`src/rtl/alu_pkg.sv`:
```
// Shared definitions for the ALU and its two-requester arbiter/sequencer.
package alu_pkg;

  localparam int ALU_W    = 64;
  localparam int ALU_NREQ = 2;

  localparam logic [2:0] ALU_OP_SUB = 3'b000;
  localparam logic [2:0] ALU_OP_AND = 3'b001;
  localparam logic [2:0] ALU_OP_OR  = 3'b011;
  localparam logic [2:0] ALU_OP_ADD = 3'b111;

  typedef enum logic [1:0] {
    IDLE,
    EXEC,
    RESP
  } arbState_t;

endpackage

```
`src/rtl/alu_arbiter_if.sv`:
```
// Request/response bundle between the two requesters and the ALU arbiter.
interface alu_arbiter_if;

  logic [alu_pkg::ALU_NREQ-1:0]                    reqValid_in;
  logic [alu_pkg::ALU_NREQ-1:0]                    reqReady_out;
  logic [alu_pkg::ALU_NREQ-1:0][alu_pkg::ALU_W-1:0] operand1_in;
  logic [alu_pkg::ALU_NREQ-1:0][alu_pkg::ALU_W-1:0] operand2_in;
  logic [alu_pkg::ALU_NREQ-1:0][2:0]               aluOpcode_in;
  logic [alu_pkg::ALU_NREQ-1:0]                    respValid_out;
  logic [alu_pkg::ALU_NREQ-1:0]                    respReady_in;
  logic [alu_pkg::ALU_W-1:0]                       result_out;
  logic                                            zeroFlag_out;
  logic                                            busy_out;

  modport master (
    output reqValid_in, operand1_in, operand2_in, aluOpcode_in, respReady_in,
    input  reqReady_out, respValid_out, result_out, zeroFlag_out, busy_out
  );

  modport slave (
    input  reqValid_in, operand1_in, operand2_in, aluOpcode_in, respReady_in,
    output reqReady_out, respValid_out, result_out, zeroFlag_out, busy_out
  );

endinterface

```
`src/rtl/alu_arbiter_alu.sv`:
```
// Combinational 64-bit ALU: SUB/AND/OR/ADD (unknown codes add); zero flag always
// taken from the adder, which subtracts for SUB, AND and OR.
module alu_arbiter_alu
  import alu_pkg::*;
(
  input  logic [ALU_W-1:0] a,
  input  logic [ALU_W-1:0] b,
  input  logic [2:0]       op,
  output logic [ALU_W-1:0] result,
  output logic             zero
);

  logic             sub;
  logic [ALU_W-1:0] b_mux;
  logic [ALU_W-1:0] sum;

  always_comb begin
    sub    = (op == ALU_OP_SUB) || (op == ALU_OP_AND) || (op == ALU_OP_OR);
    b_mux  = sub ? ~b : b;
    sum    = a + b_mux + {{(ALU_W-1){1'b0}}, sub};
    zero   = ~|sum;
    result = sum;
    case (op)
      ALU_OP_AND: result = a & b;
      ALU_OP_OR:  result = a | b;
      default:    result = sum;
    endcase
  end

endmodule

```
`src/rtl/alu_arbiter.sv`:
```
// Round-robin share of one ALU between two requesters; accept -> EXEC -> RESP,
// response two cycles after accept, held until the owner takes it (retire can overlap next accept).
module alu_arbiter
  import alu_pkg::*;
#(
  parameter int WIDTH   = 64,
  parameter int NUM_REQ = 2
) (
  input  logic          clk_in,
  input  logic          reset_in,
  alu_arbiter_if.slave  bus
);

  arbState_t            state;
  logic                 owner;
  logic                 last_grant;
  logic [WIDTH-1:0]     op1_q;
  logic [WIDTH-1:0]     op2_q;
  logic [2:0]           opc_q;
  logic [NUM_REQ-1:0]   resp_vld_q;
  logic [WIDTH-1:0]     result_q;
  logic                 zero_q;
  logic                 busy_q;

  logic [NUM_REQ-1:0]   valid;
  logic [NUM_REQ-1:0]   grant;
  logic                 win;
  logic                 retire;
  logic                 can_accept;
  logic                 accept;
  logic [WIDTH-1:0]     alu_res;
  logic                 alu_zero;

  // A lone requester wins; on a tie the one not granted last time wins.
  always_comb begin
    valid      = bus.reqValid_in;
    retire     = (state == RESP) && resp_vld_q[owner] && bus.respReady_in[owner];
    can_accept = !reset_in && ((state == IDLE) || retire);
    win        = (valid == 2'b11) ? ~last_grant : valid[1];
    grant      = '0;
    if (can_accept && valid[win]) begin
      grant[win] = 1'b1;
    end
    accept     = |grant;
  end

  always_ff @(posedge clk_in or posedge reset_in) begin
    if (reset_in) begin
      state      <= IDLE;
      owner      <= 1'b0;
      last_grant <= 1'b1;
      op1_q      <= '0;
      op2_q      <= '0;
      opc_q      <= '0;
      resp_vld_q <= '0;
      result_q   <= '0;
      zero_q     <= 1'b0;
      busy_q     <= 1'b0;
    end else begin
      if (accept) begin
        op1_q      <= bus.operand1_in[win];
        op2_q      <= bus.operand2_in[win];
        opc_q      <= bus.aluOpcode_in[win];
        owner      <= win;
        last_grant <= win;
      end
      case (state)
        IDLE: begin
          if (accept) begin
            state  <= EXEC;
            busy_q <= 1'b1;
          end
        end
        EXEC: begin
          result_q   <= alu_res;
          zero_q     <= alu_zero;
          resp_vld_q <= owner ? 2'b10 : 2'b01;
          state      <= RESP;
        end
        RESP: begin
          if (retire) begin
            resp_vld_q <= '0;
            state      <= accept ? EXEC : IDLE;
            busy_q     <= accept;
          end
        end
        default: begin
          state  <= IDLE;
          busy_q <= 1'b0;
        end
      endcase
    end
  end

  alu_arbiter_alu u_alu (
    .a      (op1_q),
    .b      (op2_q),
    .op     (opc_q),
    .result (alu_res),
    .zero   (alu_zero)
  );

  assign bus.reqReady_out  = grant;
  assign bus.respValid_out = resp_vld_q;
  assign bus.result_out    = result_q;
  assign bus.zeroFlag_out  = zero_q;
  assign bus.busy_out      = busy_q;

endmodule

```
`src/flat_wrapper.sv`:
```
// flat-port wrapper written by rule: the top's interface ports become plain ports
module alu_arbiter_flat import alu_pkg::*;
#(
  parameter int WIDTH   = 64,
  parameter int NUM_REQ = 2
)
  (clk_in, reset_in, bus_reqValid_in, bus_operand1_in, bus_operand2_in, bus_aluOpcode_in, bus_respReady_in, bus_reqReady_out, bus_respValid_out, bus_result_out, bus_zeroFlag_out, bus_busy_out);
  alu_arbiter_if bus_i ();
  input  logic clk_in;
  input  logic reset_in;
  input wire logic [$bits(bus_i.reqValid_in)-1:0] bus_reqValid_in;
  input wire logic [$bits(bus_i.operand1_in)-1:0] bus_operand1_in;
  input wire logic [$bits(bus_i.operand2_in)-1:0] bus_operand2_in;
  input wire logic [$bits(bus_i.aluOpcode_in)-1:0] bus_aluOpcode_in;
  input wire logic [$bits(bus_i.respReady_in)-1:0] bus_respReady_in;
  output wire logic [$bits(bus_i.reqReady_out)-1:0] bus_reqReady_out;
  output wire logic [$bits(bus_i.respValid_out)-1:0] bus_respValid_out;
  output wire logic [$bits(bus_i.result_out)-1:0] bus_result_out;
  output wire logic [$bits(bus_i.zeroFlag_out)-1:0] bus_zeroFlag_out;
  output wire logic [$bits(bus_i.busy_out)-1:0] bus_busy_out;
  assign bus_i.reqValid_in = bus_reqValid_in;
  assign bus_i.operand1_in = bus_operand1_in;
  assign bus_i.operand2_in = bus_operand2_in;
  assign bus_i.aluOpcode_in = bus_aluOpcode_in;
  assign bus_i.respReady_in = bus_respReady_in;
  assign bus_reqReady_out = bus_i.reqReady_out;
  assign bus_respValid_out = bus_i.respValid_out;
  assign bus_result_out = bus_i.result_out;
  assign bus_zeroFlag_out = bus_i.zeroFlag_out;
  assign bus_busy_out = bus_i.busy_out;
  alu_arbiter #(.WIDTH(WIDTH), .NUM_REQ(NUM_REQ)) u_core (.clk_in(clk_in), .reset_in(reset_in), .bus(bus_i));
endmodule
```
`config.mk`:
```
export PLATFORM = sky130hd
export DESIGN_NAME = alu_arbiter_flat
export DESIGN_NICKNAME = d
export VERILOG_FILES = /design/src/rtl/alu_pkg.sv /design/src/rtl/alu_arbiter_if.sv /design/src/rtl/alu_arbiter_alu.sv /design/src/rtl/alu_arbiter.sv /design/src/flat_wrapper.sv
export SDC_FILE = /design/constraint.sdc
export NUM_CORES = 1
export LEC_CHECK = 0
export ABC_AREA = 1
export CAP_MARGIN = 0
export CORE_ASPECT_RATIO = 1.1
export CORE_MARGIN = 1.5
export CORE_UTILIZATION = 40
export CTS_BUF_LIST = sky130_fd_sc_hd__clkbuf_16
export DETAILED_ROUTE_END_ITERATION = 6
export GPL_ROUTABILITY_DRIVEN = 0
export PLACE_DENSITY_LB_ADDON = 0.25
export SETUP_SLACK_MARGIN = 0.2
export SLEW_MARGIN = 20
export SYNTH_ARGS = -nofsm -noshare
export SYNTH_HDL_FRONTEND = slang
export SYNTH_HIERARCHICAL = 1
export SYNTH_SLANG_ARGS = --single-unit
export TNS_END_PERCENT = 100
```
`constraint.sdc`:
```
create_clock -name clk_in -period 7.2 [get_ports clk_in]
set_input_delay 1.44 -clock clk_in [delete_from_list [all_inputs] [get_ports clk_in]]
set_output_delay 1.44 -clock clk_in [all_outputs]
set_load 0.01 [all_outputs]
```
==> flow_metrics.py <==
metrics = {
    "status": {
        "outcome": "complete, but fails checks",
        "violations": "design-rule violations",
    },
    "cells_and_area": {
        "drive_above_1_share": 0.0330,
        "final_cell_mix": "nand2_1 (1220), nand3_1 (416), clkdlybuf4s50_1 (336), inv_1 (229), dfrtp_1 (202)",
        "syn_to_final_growth_pct": 25.7,
        "nets": 3406,
        "final_common_cell": "nand2_1",
        "fillers": 4397,
        "num_antenna_cells": 0,
    },
    "clock_network": {
        "cts_num_sinks": 203,
        "path_clk_slew_ns": 0.06,
        "clk_path_buf_depth": 3,
        "cts_root_buf": "clkbuf_16",
        "cts_resized": 0,
        "insertion_delay_ns": 0.55,
        "hold_buffers": 0,
        "numCtsBuffers": 23,
        "post_cts_buffers": 0,
        "htree_levels": 1,
        "cts_tree": "yes",
    },
    "timing": {
        "drv_slew": 0,
        "tightest_slew_ns": 1.08,
        "min_period_ns": 5.42,
        "clock.fmax_mhz": 185,
        "finalHoldViolations": 0,
        "finalCritPeriodShare": 0.752,
        "rsz0062_at_grt": "false",
        "setup_violations": 0,
        "slew_headroom": 0.279,
        "setup_tns_ns": 0,
        "fin_skew_ns": 0.0254,
    },
    "die": {
        "rows": 79,
        "die_area_um2": 44400,
        "die_h_um": 221,
        "io_pins": 338,
        "core_area_um2": 42500,
        "die_w_um": 201,
        "initial_core_util": 0.406,
    },
    "hold_path": {
        "hold_path_class": "reg2reg",
    },
    "yosys": {
        "synthesis.instances": 2823,
        "synthTopCellsByArea": "dfrtp_1 (29%), nand2_1 (27%), nand3_1 (12%), inv_1 (5.0%), ha_1 (4.7%)",
        "ys_seq_area_frac": 0.294,
        "synth_area_leader_cell": "dfrtp_1",
        "ys_warn_count": 6,
        "synth-main-ff-cell": "dfrtp_1",
        "async_flop_share": 1.00,
        "ys_ff_latch": 203,
        "synth.top_cell.area_share": 0.293,
        "syn_nets": 3157,
        "synth_edf_count": 0,
        "syn_area_um2": 17300,
        "synth_area_per_cell_um2": 6.12,
        "synth.distinct_cells": 41,
    },
    "drt": {
        "drc": 1,
        "vias": 19400,
        "routed_wl_um": 58700,
        "first_iter_violations": 1599,
        "first_pass_iters": 7,
        "postRouteAntennaNets": 0,
        "avgRoutedWirePerCell_um": 16.1,
        "viasPerCell": 5.29,
    },
    "grt": {
        "grt_max_degree": 107,
        "grt_pass1_vias": 18600,
        "grt_remaining_overflow": 0,
        "grt_pass1_wl_um": 95600,
        "antenna_found_initial": 0,
        "grt_util_all_layers": 0.260,
    },
    "place": {
        "dp_hpwl_um": 45100,
        "io_buffers": 337,
    },
    "worst_setup_path": {
        "critPathKind": "in2out",
        "worstPathArrival_ns": 3.98,
        "rrSetupSlack_ns": 2.73,
        "crit_path_max_fanout": 62,
        "cp_data_required_time_ns": 5.76,
        "end_kind": "primary output",
        "critPathLaunchType": "input pin",
    },
    "run": {
        "maxCapViolCount": 0,
    },
}
==> kinds of logic (layout without fill, tap and decap cells) <==
kind of cell,count (synthesis),in the layout,synth area share
and+or+nand+nor,1860,1860,0.450
adders and majority gates,66,66,0.0482
DFF,203,203,0.294
buffers and inverters,363,629,0.0857
AOI/OAI and AO/OA,251,251,0.0819
xor gates and xnor gates,80,80,0.0406
==> through the flow <==
| step | instance area (um^2) | util | std cells | worst slack, ns | hold WS, ns |
|---|---|---|---|---|---|
| global route | 21700 | 0.511 | 3656 | 1.54 | 0.498 |
| detailed placement | 20900 | 0.492 | 3614 | 1.77 | 0.464 |
| finish | 21700 | 0.511 | 3656 | 1.78 | 0.476 |
| global placement | 20900 | 0.492 | 3614 | 1.69 | 0.460 |
| CTS | 21700 | 0.511 | 3656 | 1.76 | 0.482 |
| floorplan | 17300 | - | 2823 | 0.223 | 0.442 |
==> state kept, by name (all words and copies together), names as in the netlist <==
register,flops
u_core/op1_q,64
u_core/bus.busy_out,1
u_core/opc_q,3
u_core/owner,1
u_core/bus.respValid_out,2
u_core/last_grant,1
u_core/state,2
u_core/bus.zeroFlag_out,1
u_core/bus.result_out,64
u_core/op2_q,64
==> metal layers <==
metal,global-route usage,vias up,share of wire
li1,-,9539,-
met3,0.0353,116,0.079
met5,0,-,0
met2,0.423,785,0.44
met4,0.0880,0,0.032
met1,0.355,8915,0.45
==> critical path, cell delays in order <==
cell and delay [ns]:
clkdlybuf4s50_1 0.51, nor2_1 0.13, nand2_1 0.11, inv_4 0.46, nand2_4 0.49, nor2_1 0.24, clkdlybuf4s50_1 0.58
==> cell type report <==
| class | instances | area [um^2] | share of cell area |
|---|---|---|---|
| Inverter | 239 | 908 | 0.0418 |
| Timing Repair Buffer | 348 | 3470 | 0.160 |
| Tap cell | 567 | 709 | 0.0327 |
| Clock inverter | 19 | 234 | 0.0108 |
| Sequential cell | 203 | 5080 | 0.234 |
| Clock buffer | 23 | 576 | 0.0265 |
| Multi-Input combinational cell | 2257 | 10700 | 0.495 |
==> synthesized netlist by cell type, types with 2 or more instances <==
cell         n
a21o_1       3
a21oi_1     93
a21oi_2      3
a22oi_1     15
and2_1       2
buf_1       10
buf_2       49
buf_4        5
buf_6        5
clkbuf_1    55
dfrtp_1    202
ha_1        65
inv_1      232
inv_2        7
nand2_1   1221
nand2_2     15
nand3_1    416
nand3_2      7
nand3b_1    16
nand4_1     17
nor2_1     137
nor2_2      10
nor3_1      11
nor3_2       3
nor4_1       4
o211ai_1    19
o21a_1       2
o21ai_0     98
o21bai_1    11
xnor2_1     70
xor2_1      10
==> path summary, 6_finish.rpt <==
check / end / depth (start not counted) / from
worst min-delay path: u_core/bus.result_out[56]$_DFFE_PP0P_ / 2 / u_core/bus.result_out[56]$_DFFE_PP0P_
worst max-delay path: bus_reqReady_out[0] / 7 / reset_in
worst min register to register: u_core/bus.result_out[56]$_DFFE_PP0P_ / 2 / u_core/bus.result_out[56]$_DFFE_PP0P_
min in group asynchronous: u_core/owner$_DFFE_PP0P_ / 2 / reset_in
max in group asynchronous: u_core/op2_q[27]$_DFFE_PP0P_ / 3 / reset_in
worst max register to register: u_core/bus.zeroFlag_out$_DFFE_PP0P_ / 16 / u_core/opc_q[0]$_DFFE_PP0P_
Power is not shown: default switching activity piles up to over one toggle a cycle in this logic, so the estimate is an artifact.
